==> src/rtl/reg_file_dumper_pkg.sv <==
// Shared constants for the register-file dumper: register-file geometry,
// the all-zero data word and the dumper FSM state encodings.
package reg_file_dumper_pkg;

    // Register-file geometry
    localparam int REG_COUNT  = 32;
    localparam int REG_ADDR_W = 5;
    localparam int REG_DATA_W = 32;

    // All-zero data word, used for buffer reset values
    localparam logic [REG_DATA_W-1:0] WORD_ZERO = '0;

    // Dumper FSM state encodings (3 bits)
    localparam logic [2:0] DMP_IDLE    = 3'd0;
    localparam logic [2:0] DMP_FETCH   = 3'd1;
    localparam logic [2:0] DMP_SEND_LO = 3'd2;
    localparam logic [2:0] DMP_SEND_HI = 3'd3;
    localparam logic [2:0] DMP_FIN     = 3'd4;

endpackage

==> src/rtl/reg_file_dumper.sv <==
// Register-file dumper: on start, reads the register file two registers at
// a time (even index on port 1, odd index on port 2), buffers the pair and
// streams (index, value) words out over a valid/ready interface. freeze is
// held for the whole dump so the datapath can block register writes and the
// snapshot stays coherent. done pulses for one cycle after the last word.
module reg_file_dumper
    import reg_file_dumper_pkg::*;
#(
    parameter int DATA_W  = REG_DATA_W,
    parameter int ADDR_W  = REG_ADDR_W,
    parameter int NUM_REG = REG_COUNT
) (
    input  logic              clk,
    input  logic              rst_n,
    input  logic              start,
    output logic [ADDR_W-1:0] read_reg1,
    output logic [ADDR_W-1:0] read_reg2,
    input  logic [DATA_W-1:0] read_data1,
    input  logic [DATA_W-1:0] read_data2,
    output logic              dump_valid,
    input  logic              dump_ready,
    output logic [ADDR_W-1:0] dump_index,
    output logic [DATA_W-1:0] dump_data,
    output logic              busy,
    output logic              freeze,
    output logic              done
);

    // One pair counter step covers an even/odd register pair
    localparam int PAIR_W = ADDR_W - 1;
    localparam logic [PAIR_W-1:0] LAST_PAIR = PAIR_W'(NUM_REG / 2 - 1);

    logic [2:0]        state_reg, state_next;
    logic [PAIR_W-1:0] pair_reg, pair_next;
    logic [DATA_W-1:0] buf_lo_reg, buf_hi_reg;
    logic [ADDR_W-1:0] read_reg1_reg, read_reg2_reg;
    logic              enter_fetch;

    // Next-state and pair-counter logic; dump_ready only matters in the send states
    always_comb begin
        state_next = state_reg;
        pair_next  = pair_reg;
        case (state_reg)
            DMP_IDLE: begin
                if (start) begin
                    state_next = DMP_FETCH;
                    pair_next  = '0;
                end
            end
            DMP_FETCH: begin
                state_next = DMP_SEND_LO;
            end
            DMP_SEND_LO: begin
                if (dump_ready) begin
                    state_next = DMP_SEND_HI;
                end
            end
            DMP_SEND_HI: begin
                if (dump_ready) begin
                    if (pair_reg == LAST_PAIR) begin
                        state_next = DMP_FIN;
                    end else begin
                        state_next = DMP_FETCH;
                        pair_next  = pair_reg + 1'b1;
                    end
                end
            end
            DMP_FIN: begin
                state_next = DMP_IDLE;
            end
            default: begin
                state_next = DMP_IDLE;
            end
        endcase
    end

    // Read addresses are loaded on the way into FETCH so they are valid for
    // the whole FETCH cycle and simply hold afterwards
    assign enter_fetch = (state_next == DMP_FETCH) && (state_reg != DMP_FETCH);

    // FSM state and pair counter
    always_ff @(posedge clk or negedge rst_n) begin
        if (!rst_n) begin
            state_reg <= DMP_IDLE;
            pair_reg  <= '0;
        end else begin
            state_reg <= state_next;
            pair_reg  <= pair_next;
        end
    end

    // Register-file read addresses for the pair about to be fetched
    always_ff @(posedge clk or negedge rst_n) begin
        if (!rst_n) begin
            read_reg1_reg <= '0;
            read_reg2_reg <= '0;
        end else if (enter_fetch) begin
            read_reg1_reg <= {pair_next, 1'b0};
            read_reg2_reg <= {pair_next, 1'b1};
        end
    end

    // Capture both read ports on the FETCH edge; a write landing on the
    // same edge is not seen, so the snapshot holds pre-write contents
    always_ff @(posedge clk or negedge rst_n) begin
        if (!rst_n) begin
            buf_lo_reg <= DATA_W'(WORD_ZERO);
            buf_hi_reg <= DATA_W'(WORD_ZERO);
        end else if (state_reg == DMP_FETCH) begin
            buf_lo_reg <= read_data1;
            buf_hi_reg <= read_data2;
        end
    end

    // Outputs are decoded from registered state only, so there is no
    // combinational path from dump_ready to dump_valid
    assign read_reg1  = read_reg1_reg;
    assign read_reg2  = read_reg2_reg;
    assign dump_valid = (state_reg == DMP_SEND_LO) || (state_reg == DMP_SEND_HI);
    assign dump_index = (state_reg == DMP_SEND_HI) ? {pair_reg, 1'b1} : {pair_reg, 1'b0};
    assign dump_data  = (state_reg == DMP_SEND_HI) ? buf_hi_reg : buf_lo_reg;
    assign busy       = (state_reg != DMP_IDLE);
    assign freeze     = busy;
    assign done       = (state_reg == DMP_FIN);

endmodule

==> config.mk <==
export PLATFORM = sky130hd
export DESIGN_NAME = reg_file_dumper
export DESIGN_NICKNAME = d
export VERILOG_FILES = /design/src/rtl/reg_file_dumper_pkg.sv /design/src/rtl/reg_file_dumper.sv
export SDC_FILE = /design/constraint.sdc
export NUM_CORES = 1
export LEC_CHECK = 0
export CAP_MARGIN = 20
export CORE_MARGIN = 1
export CORE_UTILIZATION = 40
export DETAILED_ROUTE_END_ITERATION = 8
export GPL_TIMING_DRIVEN = 0
export PLACE_DENSITY_LB_ADDON = 0.2
export SLEW_MARGIN = 10
export SYNTH_ARGS = -nofsm -noshare
export SYNTH_HDL_FRONTEND = slang
export SYNTH_SLANG_ARGS = --single-unit
==> constraint.sdc <==
create_clock -name clk -period 1.6 [get_ports clk]
set_clock_uncertainty 0.15 [all_clocks]
set_input_delay 0.16 -clock clk [delete_from_list [all_inputs] [get_ports clk]]
set_output_delay 0.16 -clock clk [all_outputs]
set_load 0.005 [all_outputs]
==> summary.md <==
| Metric | Value |
|---|---|
| Clock latency on the worst-skew pair | `340 ps` |
| Setup slack after layout | `-358.4 ps` |
| Synthesized instance count | `304` |
| Initial Utilization | `41.15%` |
| Largest fanout on the critical path | `7` |
| Number of diodes added for antenna fixing | `0` |
| Clock sink count | `76` |
| Post-route minimum period | `1958 ps` |
| Synth area leader | `sky130_fd_sc_hd__dfrtp_1` |
| First-pass GRT wire length | `15,450 um` |
| Post-detailed-route count of antenna-violating nets | `0` |
| GRT Total Usage | `20.18%` |
| Post-placement cell area | `5164 um2` |
| Buffer type at the clock tree root | `sky130_fd_sc_hd__clkbuf_8` |
| Achievable frequency | `510.6 MHz` |
| Leftover overflow at the end of global routing | `0` |
| Yosys top cell area share | `50.02%` |
| Most common cell after layout, fill and taps aside | `sky130_fd_sc_hd__dfrtp_1` |
| Area of the multi-input gates | `1823 um2` |
| Area added between synthesis and finish | `62.72%` |
| IR drop worst, VDD | `0.0008250 V` |
| Period utilisation layout | `122.4%` |
| Syn_nets | `373` |
| Fraction of final layout cells with drive strength greater than 1 | `50.20%` |
| Required time of the critical path | `1290 ps` |
| Routed length per instance | `15.27 um` |
| Clock Tree Buf Depth | `2` |
| Io pins | `119` |
| Filler cell count in the final layout | `741` |
| Flops & latches, synth | `76` |
| I/O Buffers | `117` |
| Violated checks | `setup timing` |
| Via count of the first global-routing pass | `3,037` |
| Count of yosys warnings during synthesis | `0` |
| Final max-slew violation count | `0` |
| Worst EP arrival | `1650 ps` |
| Fraction of synthesis flops using an asynchronous set or reset pin | `100.0%` |
| LEAKAGE | `2.967 nW` |
| Post-synthesis area per instance | `12.51 um2` |
| Die height | `99.50 um` |
| Total power density per cell area | `2149 nW/um2` |
| Width of the die | `99.50 um` |
| Summed negative setup slack over all endpoints | `-28,890 ps` |
| Count of cells along the worst register-to-register path | `8` |
| Final estimated routing congestion in global placement | `0.8117` |
| Number of buffers added by the clock tree synthesis step | `9` |
| Number of levels the H-tree was split into | `3` |
| Max_cap viols | `0` |
| Cell breakdown of the critical path | `nand3b_4 -> buf_12 -> buf_8 -> buf_12 -> nand2_2 -> nand2_1 -> buf_2` |
| Leading cell types in the layout, fill and taps excluded | `73 x sky130_fd_sc_hd__dfrtp_1, 71 x sky130_fd_sc_hd__clkdlybuf4s50_1, 64 x sky130_fd_sc_hd__mux2_4` |
| Startpoint type of the worst setup path | `register` |
| Sequential cell area fraction in the yosys report | `50.02%` |
| Final hold vios | `0` |
| Placed wire-length estimate after detailed placement | `5745 um` |
| Count of flip-flops with a built-in enable after synthesis | `0` |
| Largest cells by area after synthesis | `sky130_fd_sc_hd__dfrtp_1 50%, sky130_fd_sc_hd__mux2_4 24%, sky130_fd_sc_hd__nand2_1 9.9%` |
| RSZ-0062 raised after global routing | `true` |
| Post-route cell area | `6187 um2` |
| Via-to-Cell Ratio | `4.682` |
| Crit path max-delay cell type | `sky130_fd_sc_hd__dfrtp_2` |
| Pin count of the biggest net entering global routing | `55` |
| Placement row count | `35` |
| Result of the run | `finished with violations` |
| Most common cell type on the critical path | `sky130_fd_sc_hd__buf_12` |
| Smallest hold slack | `131.6 ps` |
| Utilization after layout | `66.96%` |
| Type of element capturing the critical path | `output port` |
| Total power after layout | `13.29 mW` |
| Setup Crit Path Kind | `register to output port` |
| CTS tree | `yes` |
| CP peak stage delay | `430 ps` |
| Clock-pin slew reported for the worst setup and hold paths after clock tree synthesis | `80 ps` |
| Routed wire length | `9423 um` |
| Class of the most critical hold timing path | `input pin to async pin` |
| Total iterations of the first detailed-routing run | `4` |
| Sequential cell area | `1906 um2` |
| Antenna violations before repair | `0` |
| Number of vias in the routed layout | `2,889` |
| Iteration-0 DRC count of the detailed router | `43` |
| Count of final setup violators | `110` |
| Count of unique library cells instantiated by Yosys | `40` |
| CORE AREA | `9240 um2` |
| DRC violation count after routing | `0` |
| Area of the die | `9900 um2` |
| # nets final | `553` |
| Synthesized area | `3802 um2` |
| Synth Flop Type | `sky130_fd_sc_hd__dfrtp_1` |
-- critical path, delay by kind of cell, from the launching register on --
family                 cells  cell delay (ps)
buffers and inverters      4              530
flip-flops                 1              430
AND/OR/NAND/NOR            3              340
-- report_power, final --
group	switching, mW	leakage [nW]	internal [mW]	total [mW]
combinational	2.85	1.94	4.99	7.83
clock	0.724	0.129	1.19	1.92
sequential	0.650	0.896	2.89	3.54
-- metrics by stage --
| step | instances | worst slack (ps) |
|---|---|---|
| after floorplan | 304 | -4.665 |
| after global routing | 617 | -432.9 |
| after CTS | 614 | -385.9 |
| after global placement | 550 | -2603 |
| after detailed placement | 551 | -718.1 |
| final | 617 | -358.4 |
-- Yosys cell counts, drive strengths merged, types with 2 or more instances --
cell / count
and3: 2
a22o: 2
mux2: 64
nor3b: 3
nand2: 100
nand3b: 3
a211oi: 2
nor2: 2
a21o: 2
dfrtp: 76
a21oi: 2
a31oi: 3
o21ai: 3
nand3: 2
buf: 21
-- cell families after synthesis --
group                    after synthesis  share of synthesized area (%)
AND/OR/NAND/NOR                      121                          14.48
flip-flops                            76                          50.02
multiplexers                          65                          25.14
buffers and inverters                 23                          6.384
AO/OA/AOI/OAI                         17                          3.554
adder cells (fa/ha/maj)                1                         0.3290
other                                  1                        0.09862
-- area by class of cell --
cell class              instances  share of cell area [%]
flip-flops and latches         76                   30.80
multi-input cells             205                   29.46
clock inverters                 6                   2.224
inverters                       1                  0.1820
well taps                     129                   2.609
repair buffers                171                   28.25
clock buffers                   9                   2.002
plain buffers                  20                   4.469
-- layer usage --
layer	track usage [%]	vias to the layer above	share of wire, %
met5	0	-	0
met4	6.448	0	0.98
met3	4.357	7	5.5
met2	32.21	84	47
met1	27.46	1417	47
li1	-	1381	-
-- final timing paths --
kind | end | from | slack, ps
min in group clk | buf_hi_reg[12] | read_data2[12] | 280
hold / removal | buf_hi_reg[26] | rst_n | 130
max in group asynchronous | buf_hi_reg[29] | rst_n | 580
setup reg to reg | buf_lo_reg[12] | state_reg[1] | -330
setup / recovery | dump_data[2] | state_reg[2] | -360
hold reg to reg | read_reg2[0] | read_reg2[0] | 330
-- timing repair --
| item | 4_1_cts | 5_1_grt |
|---|---|---|
| endpoints found under the setup margin | 111 | 113 |
| setup buffers | 40 | 9 |
| pin swaps | 37 | 28 |
| gates resized for setup | 233 | 38 |
| hold buffers | 1 | 0 |
| cloned | 7 | 1 |
| endpoints found under the hold margin | 76 | 0 |
Power figures use the tool's default switching activity.
